--- src/rtl/board_reset_halt_controller.sv ---
// board_reset_halt_controller
//
// Sequences the SoC reset and halt inputs from two raw push-buttons. Each button
// passes through a two-flop synchronizer and a counter debouncer. A power-on
// stretch holds the SoC in reset after controller reset. A minimum hold then
// applies to button-initiated resets. Halt is either toggled by each press or
// follows the debounced button level. Everything runs in the SoC clock domain.
//
// Ports:
//   clock         controller / SoC clock
//   reset         synchronous, active-high controller reset
//   reset_button  raw asynchronous reset push-button, active-high
//   halt_button   raw asynchronous halt push-button, active-high
//   soc_reset     registered SoC reset, active-high
//   soc_halt      registered SoC halt, active-high
//   reset_cause   cause of the last SoC reset: 2'b01 power-on, 2'b10 button
//
// Parameters:
//   DEBOUNCE_CYCLES    stable cycles needed before a debounced level flips (>= 1)
//   POR_CYCLES         soc_reset stretch after controller reset release (>= 1)
//   RESET_HOLD_CYCLES  minimum hold after a button-initiated reset (>= 1)
//   HALT_TOGGLE        1: each halt press toggles halt, 0: halt follows the button

module board_reset_halt_controller #(
  parameter int unsigned DEBOUNCE_CYCLES   = 500000,
  parameter int unsigned POR_CYCLES        = 1024,
  parameter int unsigned RESET_HOLD_CYCLES = 16,
  parameter bit          HALT_TOGGLE       = 1'b1
) (
  input  logic       clock,
  input  logic       reset,
  input  logic       reset_button,
  input  logic       halt_button,
  output logic       soc_reset,
  output logic       soc_halt,
  output logic [1:0] reset_cause
);

  // One counter width covers every count, so no counter can wrap.
  localparam int unsigned MaxAB     = (DEBOUNCE_CYCLES > POR_CYCLES) ? DEBOUNCE_CYCLES
                                                                     : POR_CYCLES;
  localparam int unsigned MaxCycles = (MaxAB > RESET_HOLD_CYCLES) ? MaxAB
                                                                  : RESET_HOLD_CYCLES;
  localparam int unsigned CntW      = $clog2(MaxCycles + 1);

  localparam logic [CntW-1:0] DebLimit  = CntW'(DEBOUNCE_CYCLES);
  localparam logic [CntW-1:0] PorLimit  = CntW'(POR_CYCLES);
  localparam logic [CntW-1:0] HoldLimit = CntW'(RESET_HOLD_CYCLES);
  localparam logic [CntW-1:0] CntOne    = CntW'(1);

  localparam logic [1:0] CausePor    = 2'b01;
  localparam logic [1:0] CauseButton = 2'b10;

  // Button index: 0 = reset button, 1 = halt button.
  localparam int unsigned BtnRst  = 0;
  localparam int unsigned BtnHalt = 1;

  typedef enum logic [1:0] {
    StPor  = 2'b00,
    StRun  = 2'b01,
    StHold = 2'b10
  } state_e;

  // Input path
  logic [1:0]           raw_btn;
  logic [1:0]           sync1_q, sync2_q;
  logic [1:0]           deb_q, deb_d;
  logic [1:0][CntW-1:0] deb_cnt_q, deb_cnt_d;

  // Sequencer
  state_e          state_q, state_d;
  logic [CntW-1:0] por_cnt_q, por_cnt_d;
  logic [CntW-1:0] hold_cnt_q, hold_cnt_d;
  logic [1:0]      cause_q, cause_d;

  // Halt and registered outputs
  logic halt_latch_q, halt_latch_d;
  logic soc_reset_q, soc_reset_d;
  logic soc_halt_q, soc_halt_d;
  logic run_stay;
  logic halt_rise;

  assign raw_btn = {halt_button, reset_button};

  // Debouncer: count cycles the synchronized input disagrees with the debounced
  // level. A flip is taken only on a disagreeing cycle seen with the count
  // already at the limit, so a pulse must be DEBOUNCE_CYCLES+1 samples long.
  always_comb begin
    for (int i = 0; i < 2; i++) begin
      deb_d[i]     = deb_q[i];
      deb_cnt_d[i] = '0;
      if (sync2_q[i] != deb_q[i]) begin
        if (deb_cnt_q[i] == DebLimit) begin
          deb_d[i] = ~deb_q[i];
        end else begin
          deb_cnt_d[i] = deb_cnt_q[i] + CntOne;
        end
      end
    end
  end

  // Sequencer next state. Reset decisions use the registered debounced level, so
  // soc_reset follows one cycle after the debounced reset button rises.
  always_comb begin
    state_d    = state_q;
    por_cnt_d  = por_cnt_q;
    hold_cnt_d = hold_cnt_q;
    cause_d    = cause_q;
    unique case (state_q)
      StPor: begin
        if (por_cnt_q == PorLimit) begin
          if (deb_q[BtnRst]) begin
            state_d    = StHold;
            hold_cnt_d = '0;
            cause_d    = CauseButton;
          end else begin
            state_d = StRun;
          end
        end else begin
          por_cnt_d = por_cnt_q + CntOne;
        end
      end
      StRun: begin
        if (deb_q[BtnRst]) begin
          state_d    = StHold;
          hold_cnt_d = '0;
          cause_d    = CauseButton;
        end
      end
      StHold: begin
        if (hold_cnt_q != HoldLimit) begin
          hold_cnt_d = hold_cnt_q + CntOne;
        end else if (!deb_q[BtnRst]) begin
          state_d = StRun;
        end
      end
      default: begin
        state_d = StPor;
      end
    endcase
  end

  // Halt. A debounced halt edge counts only when RUN is held across the edge.
  // A reset press debouncing on the same edge suppresses it (reset wins).
  always_comb begin
    run_stay     = (state_q == StRun) && (state_d == StRun);
    halt_rise    = deb_d[BtnHalt] & ~deb_q[BtnHalt];
    halt_latch_d = halt_latch_q;
    if (state_d != StRun) begin
      halt_latch_d = 1'b0;
    end else if (run_stay && halt_rise && !deb_d[BtnRst]) begin
      halt_latch_d = ~halt_latch_q;
    end

    if (HALT_TOGGLE) begin
      soc_halt_d = halt_latch_d;
    end else begin
      soc_halt_d = (state_d == StRun) && deb_d[BtnHalt] && !deb_d[BtnRst];
    end
    soc_reset_d = (state_d != StRun);
  end

  always_ff @(posedge clock) begin
    if (reset) begin
      sync1_q      <= '0;
      sync2_q      <= '0;
      deb_q        <= '0;
      deb_cnt_q    <= '0;
      state_q      <= StPor;
      por_cnt_q    <= '0;
      hold_cnt_q   <= '0;
      cause_q      <= CausePor;
      halt_latch_q <= 1'b0;
      soc_reset_q  <= 1'b1;
      soc_halt_q   <= 1'b0;
    end else begin
      sync1_q      <= raw_btn;
      sync2_q      <= sync1_q;
      deb_q        <= deb_d;
      deb_cnt_q    <= deb_cnt_d;
      state_q      <= state_d;
      por_cnt_q    <= por_cnt_d;
      hold_cnt_q   <= hold_cnt_d;
      cause_q      <= cause_d;
      halt_latch_q <= halt_latch_d;
      soc_reset_q  <= soc_reset_d;
      soc_halt_q   <= soc_halt_d;
    end
  end

  assign soc_reset   = soc_reset_q;
  assign soc_halt    = soc_halt_q;
  assign reset_cause = cause_q;

endmodule
--- config.mk ---
export PLATFORM = sky130hd
export DESIGN_NAME = board_reset_halt_controller
export DESIGN_NICKNAME = d
export VERILOG_FILES = /design/src/rtl/board_reset_halt_controller.sv
export SDC_FILE = /design/constraint.sdc
export NUM_CORES = 1
export LEC_CHECK = 0
export BUFFER_PORTS_ARGS = -buffer_cell sky130_fd_sc_hd__buf_2
export CAP_MARGIN = 10
export CORE_MARGIN = 1.5
export CORE_UTILIZATION = 65
export CTS_CLUSTER_DIAMETER = 200
export CTS_CLUSTER_SIZE = 10
export DETAILED_ROUTE_END_ITERATION = 8
export GPL_TIMING_DRIVEN = 0
export PLACE_DENSITY = 0.87
export REMOVE_ABC_BUFFERS = 1
export SKIP_LAST_GASP = 1
export SYNTH_ARGS = -nofsm -noshare
export SYNTH_HDL_FRONTEND = slang
export SYNTH_SLANG_ARGS = --single-unit
--- constraint.sdc ---
create_clock -name clock -period 5.2 [get_ports clock]
set_input_delay 0.78 -clock clock [delete_from_list [all_inputs] [get_ports clock]]
set_output_delay 0.78 -clock clock [all_outputs]
set_load 0.05 [all_outputs]
==> results of run 1 <==
worst max-delay path, delay by kind of cell, from the launching register on:
family,cells,cell delay (ns)
compound gates,2,0.60
simple gates,4,1.83
flops,1,0.36
cells in the final DEF (no fill, tap or decap), types with 2 or more instances in the layout:
cell | Yosys | routed
xnor2_1 | 30 | 30
xor2_1 | 25 | 25
a21oi_1 | 27 | 27
dfxtp_1 | 88 | 88
and3_1 | 8 | 8
nand2_1 | 30 | 30
clkinv_2 | 0 | 2
or3_1 | 19 | 19
ha_1 | 8 | 8
a211oi_1 | 2 | 2
and4_1 | 5 | 5
o21ai_0 | 17 | 17
mux2i_1 | 2 | 2
nand4_1 | 20 | 20
inv_1 | 21 | 21
buf_2 | 3 | 7
clkbuf_8 | 0 | 12
nor4bb_1 | 2 | 2
nor2b_1 | 6 | 6
nor3_1 | 9 | 9
nand3_1 | 20 | 20
a21boi_0 | 2 | 2
nor4b_1 | 9 | 9
and2_1 | 4 | 4
nor4_1 | 6 | 6
nor2_1 | 78 | 78
per-layer routing:
| layer | track usage, % | wire, um | up-vias |
|---|---|---|---|
| met5 | 0 | 0 | - |
| met4 | 9.83 | 121 | 0 |
| met3 | 5.06 | 225 | 10 |
| met2 | 39.8 | 3150 | 49 |
| met1 | 28.7 | 3390 | 1435 |
| li1 | - | - | 1608 |
kinds of logic after synthesis:
kind of cell	after synthesis	synth area share (%)
simple gates	222	28.8
flops	88	44.8
compound gates	55	7.76
xor+xnor	55	12.2
buf+inv	34	3.34
fa+ha+maj	8	2.54
mux	2	0.509
final timing paths:
kind                            slack [ns]                     endpoint                 startpoint
worst max-delay path                  2.33  hold_cnt_q[16]$_SDFFE_PP0P_  por_cnt_q[4]$_SDFFE_PP0P_
worst min-delay path                  0.44        sync2_q[1]$_SDFF_PP0_      sync1_q[1]$_SDFF_PP0_
worst max register to register        2.33  hold_cnt_q[16]$_SDFFE_PP0P_  por_cnt_q[4]$_SDFFE_PP0P_
worst min register to register        0.44        sync2_q[1]$_SDFF_PP0_      sync1_q[1]$_SDFF_PP0_
through the flow:
stage | power [mW] | instances | area (um2)
after floorplan | 0.708 | 451 | 3880
after global placement | 0.716 | 533 | 4010
after detailed placement | 0.717 | 533 | 4010
after CTS | 1.16 | 549 | 4200
after global routing | 1.19 | 549 | 4200
final | 1.15 | 549 | 4200
sequential cells by signal, indices dropped and copies added, names as in the netlist:
register	flops
soc_halt	1
sync2_q	2
deb_q	2
state_q	2
soc_reset	1
hold_cnt_q	19
sync1_q	2
por_cnt_q	19
reset_cause	2
deb_cnt_q	38
final cells by class:
type	count	area, um2	area share, %
timing repair buffer	7	35.0	0.834
clock inverter	4	26.3	0.625
clock buffer	12	165	3.93
inverter	21	78.8	1.88
sequential	88	1760	41.9
multi-input combinational	342	2040	48.6
tap	75	93.8	2.23
power breakdown:
part,switching (mW),internal (mW)
Clock,0.233,0.213
Sequential,0.00327,0.677
Combinational,0.0133,0.00723
Total,0.250,0.897
==> impl_metrics.yaml, run 1 <==
clock_network:
  clk_path_buf_depth: 2
  clock-root-buffer: "clkbuf_8"
  numCtsBuffers: 9
  clk_pin_slew_ns: 0.08
  cts_tree: "built"
  cts.sinks: 88
  cts_resized: 0
  hold_buffers: 0
  h-tree-depth: 3
  clkLatencyLatePin_ns: 0.35
  cts_setup_buffers: 0
cells_and_area:
  diodes: 0
  nets: 481
  drive_gt1_share_pct: 5.49
  fillers: 463
  postLayoutCoreUtil_pct: 71.4
  area_growth_pct: 6.80
synth:
  yosys-top-cells-count: "88 x dfxtp_1, 78 x nor2_1, 30 x nand2_1, 30 x xnor2_1, 27 x a21oi_1"
  ys_seq_elements: 88
  postSynthAreaPerCell_um2: 8.48
  synth_flop_cell: "dfxtp_1"
  ys.warnings.count: 0
  synth_area_um2: 3940
  synthCells: 464
  yosysTopAreaCell: "dfxtp_1"
  synth_top_area_share_pct: 44.8
  synth_edf_count: 0
  synth.area.top_cells: "dfxtp_1 45%, nor2_1 7.4%, xnor2_1 6.7%"
  yosysUniqueCellTypes: 39
  ys_seq_area_share_pct: 44.8
  async_flop_share_pct: 0
  synth_most_common_cell: "dfxtp_1"
timing:
  setup_viol: 0
  max_freq_mhz: 348
  drv_slew: 0
  setup-tns-final_ns: 0
  worst_slew_pin_slew_ns: 0.951
  fin_crit_ns: 2.87
  timing.hold.ws_ns: 0.441
  min_period_over_period_pct: 55.2
  layout_setup_ws_ns: 2.33
  final.setup_skew_ns: 0.00667
  grt_setup_unrepaired: "false"
  maxSlewHeadroom_pct: 35.7
  final_hold_viol_count: 0
power_and_ir_drop:
  power_density_nw_per_um2: 273
  ir_drop_mv: 0.201
  p_leak_nw: 1.32
critical_path:
  cp-start-kind: "flip-flop"
  end_kind: "flip-flop"
  cp_data_required_time_ns: 5.47
  critical_path.max_fanout: 20
  crit_chain: "or4b_1 -> nor3_2 -> a41oi_1 -> and2_1 -> or4_1 -> a21oi_1"
  rr_worst_depth: 6
  cp_slowest_cell: "or4_1"
  slowest_delay_ns: 0.57
  worstPathArrival_ns: 3.14
  path_class: "flip-flop to flip-flop"
floorplan:
  die_w_um: 80.8
  initial_utilization_pct: 66.9
  die_h_um: 80.8
  rows: 28
  io_pins: 8
  core_area_um2: 5890
  fp.dieArea_um2: 6530
drt:
  dr.first_iter.drc_count: 141
  antenna_left: 0
  drt_first_pass_iters: 4
  wirelength_um: 6890
  viasPerCell: 5.65
  vias: 3102
  routedWlPerCell_um: 12.5
  drc: 0
job:
  drv_cap: 0
grt:
  gr-total-overflow: 0
  grt_max_degree: 34
  grtUsageTotal_pct: 23.5
  grt_pass1_vias: 2933
  antenna_found_initial: 0
  grt_pass1_wl_um: 12100
hold_path:
  hold_depth: 1
  hold_class: "flip-flop to flip-flop"
place:
  dp_hpwl_um: 4690
  port_buffers: 7
  post-place-ws_ns: 2.39
  gp_congestion: 0.862
status:
  status: "finished, final reports clean"
Note: power is estimated with default switching activity, not from simulation.
==> run 2, diff against run 1 <==
- ABC_AREA: unset -> 1
- CORE_UTILIZATION: 65 -> 63
- PLACE_DENSITY: 0.87 -> 0.85
- clock period: 5.2 -> 2.85 ns (I/O delays scaled with it)
==> run 2 against run 1 <==
  * Wire length increased by 47%
  * Count of clock-buffer cells in the layout fell by 3
  * Sequential power up 82%
  * Global-route usage rose by 2.4 points
  * Worst hold slack got worse by 0.18 ns
  * Synthesized area increased by 25%
  * Non-clock buffer count unchanged
  * Power grew 91%
  * Setup slack got worse by 1.6 ns
==> impl_metrics.yaml, run 2 <==
timing:
  grt_setup_unrepaired: "false"
  drv_slew: 0
  setup-tns-final_ns: 0
  final.setup_skew_ns: 0.00687
  worst_slew_pin_slew_ns: 0.874
  setup_viol: 0
  final_hold_viol_count: 0
  min_period_over_period_pct: 74.0
  fin_crit_ns: 2.11
  max_freq_mhz: 474
  maxSlewHeadroom_pct: 41.7
clock_network:
  cts_tree: "built"
  clk_path_buf_depth: 2
  clk_pin_slew_ns: 0.09
  numCtsBuffers: 9
  h-tree-depth: 3
  hold_buffers: 0
  cts.sinks: 88
  clock-root-buffer: "clkbuf_8"
  cts_setup_buffers: 0
  cts_resized: 0
  clkLatencyLatePin_ns: 0.36
power_and_ir_drop:
  internal_power_mw: 1.67
  seqPwrFrac_pct: 56.6
  power.total_mw: 2.19
  power_density_nw_per_um2: 423
  power_frac_comb_pct: 1.9
  power_frac_clock_pct: 41.5
  p_leak_nw: 1.68
  p_sw_mw: 0.523
  ir_drop_mv: 0.257
  swShare_pct: 23.9
drt:
  antenna_left: 0
  wirelength_um: 10100
  drt_first_pass_iters: 4
  dr.first_iter.drc_count: 226
  vias: 4516
  viasPerCell: 5.49
  routedWlPerCell_um: 12.3
  drc: 0
cells_and_area:
  diodes: 0
  nets: 731
  largest_reg_flops: 38
  area_growth_pct: 5.74
  largest-register: "deb_cnt_q"
  final_cell_mix: "164 x nand2_1, 88 x dfxtp_1, 84 x nor2_1"
  fillers: 607
  mostFrequentLayoutCell: "nand2_1"
  drive_gt1_share_pct: 11.7
  reg.largest.list: "deb_cnt_q (38), hold_cnt_q (19), por_cnt_q (19)"
  instances_no_fill: 823
synth:
  synth_top_family_by_area: "simple AND/OR/NAND/NOR gates"
  postSynthAreaPerCell_um2: 6.88
  synth_compound_area_share_pct: 9.09
  ys_seq_elements: 88
  synthCells: 712
  synth_area_um2: 4900
  yosys-top-cells-count: "164 x nand2_1, 88 x dfxtp_1, 84 x nor2_1"
  synth_flop_cell: "dfxtp_1"
  async_flop_share_pct: 0
  synth_edf_count: 0
  yosysTopAreaCell: "dfxtp_1"
  synth_top_area_share_pct: 35.9
  ys_seq_area_share_pct: 35.9
  synth_simple_gate_area_share_pct: 40.2
  yosys.area_share.adder_pct: 2.04
  synth_mux_area_share_pct: 0
  synth.area.top_cells: "dfxtp_1 36%, nand2_1 13%, nor2_1 6.4%"
  ys.warnings.count: 0
  synth_most_common_cell: "nand2_1"
  yosysUniqueCellTypes: 44
  synth-xor-area-share_pct: 4.29
critical_path:
  crit_top_cell: "a21oi_1"
  worstPathArrival_ns: 2.38
  end_kind: "flip-flop"
  slowest_delay_ns: 0.66
  path_class: "input pin to flip-flop"
  cp_slowest_cell: "buf_2"
  cp-start-kind: "input pin"
  cp_data_required_time_ns: 3.12
  crit_chain: "buf_2 -> clkinv_1 -> o21ai_0 -> a21oi_1 -> nand2_2 -> a21oi_1 -> o21a_1"
  critical_path.max_fanout: 41
floorplan:
  rows: 31
  die_h_um: 91.2
  initial_utilization_pct: 66.2
  io_pins: 8
  fp.dieArea_um2: 8320
  die_w_um: 91.2
  core_area_um2: 7410
place:
  dp_hpwl_um: 7250
  dp_cells: 807
  port_buffers: 7
  gp_congestion: 0.901
hold_path:
  hold_class: "input pin to flip-flop"
grt:
  grtUsageTotal_pct: 25.8
  grt_pass1_vias: 4136
  grt_pass1_wl_um: 17800
  antenna_found_initial: 0
  gr-total-overflow: 0
  grt_max_degree: 42
status:
  status: "finished, final reports clean"
job:
  drv_cap: 0
run 2: cell count changes after synthesis, sizes merged, moves of 22 or more:
| cell | delta |
|---|---|
| nand2 | +148 |
| inv | +65 |
| nand3 | +35 |
| a21oi | +34 |
| nor3 | +24 |
| xnor2 | -22 |
run 2: worst max-delay path, delay by kind of cell:
kind | cells | cell delay, ns
AOI/OAI and AO/OA | 4 | 0.46
and+or+nand+nor | 1 | 0.30
buffers and inverters | 2 | 1.17
run 2: final cells by class:
type	instances	area, um2	area share, %
flip-flops and latches	88	1760	34.0
multi-input cells	526	2730	52.6
clock inverters	7	83.8	1.62
clock buffers	9	124	2.39
repair buffers	7	35.0	0.676
inverters	87	327	6.30
well taps	99	124	2.39
run 2: cells by family (layout without fill, tap and decap cells):
kind of cell / after synthesis / count (layout)
AND/OR/NAND/NOR: 417 / 417
adder cells (fa/ha/maj): 8 / 8
XOR/XNOR: 24 / 24
flip-flops: 88 / 88
AO/OA/AOI/OAI: 77 / 77
buffers and inverters: 98 / 110
run 2: power by group through the flow:
stage	sequential (mW)	combinational, mW	clock, mW
3_5_place_dp	1.27	0.0413	0
5_1_grt	1.24	0.0466	0.998
6_report	1.24	0.0413	0.911
3_3_place_gp	1.27	0.0406	0
4_1_cts	1.24	0.0416	0.932
2_1_floorplan	1.27	0.0227	0
run 2: per-layer routing:
| metal | global-route usage (%) | part of all wire (%) | vias up |
|---|---|---|---|
| met5 | 0 | 0 | - |
| met1 | 32.0 | 46 | 2091 |
| met3 | 5.11 | 3.9 | 20 |
| met2 | 43.9 | 48 | 87 |
| li1 | - | - | 2318 |
| met4 | 9.90 | 2.0 | 0 |
run 2: path summary, 6_finish.rpt:
kind / start / end / slack, ns / cells after the start
hold reg to reg: sync1_q[0]$_SDFF_PP0_ / sync2_q[0]$_SDFF_PP0_ / 0.41 / 2
setup / recovery: reset / deb_cnt_q[27]$_SDFF_PP0_ / 0.74 / 7
hold / removal: halt_button / sync1_q[1]$_SDFF_PP0_ / 0.26 / 3
setup reg to reg: por_cnt_q[0]$_SDFFE_PP0P_ / hold_cnt_q[4]$_SDFFE_PP0P_ / 0.90 / 9
run 2: metrics by stage:
step	hold WS, ns	utilization (%)	area [um2]	setup WS [ns]
finish	0.260	70.0	5180	0.742
global route	0.250	70.0	5180	0.547
CTS	0.253	70.0	5180	0.735
detailed placement	0.399	67.2	4970	0.339
global placement	0.393	67.2	4970	0.375
floorplan	0.388	-	4820	1.26
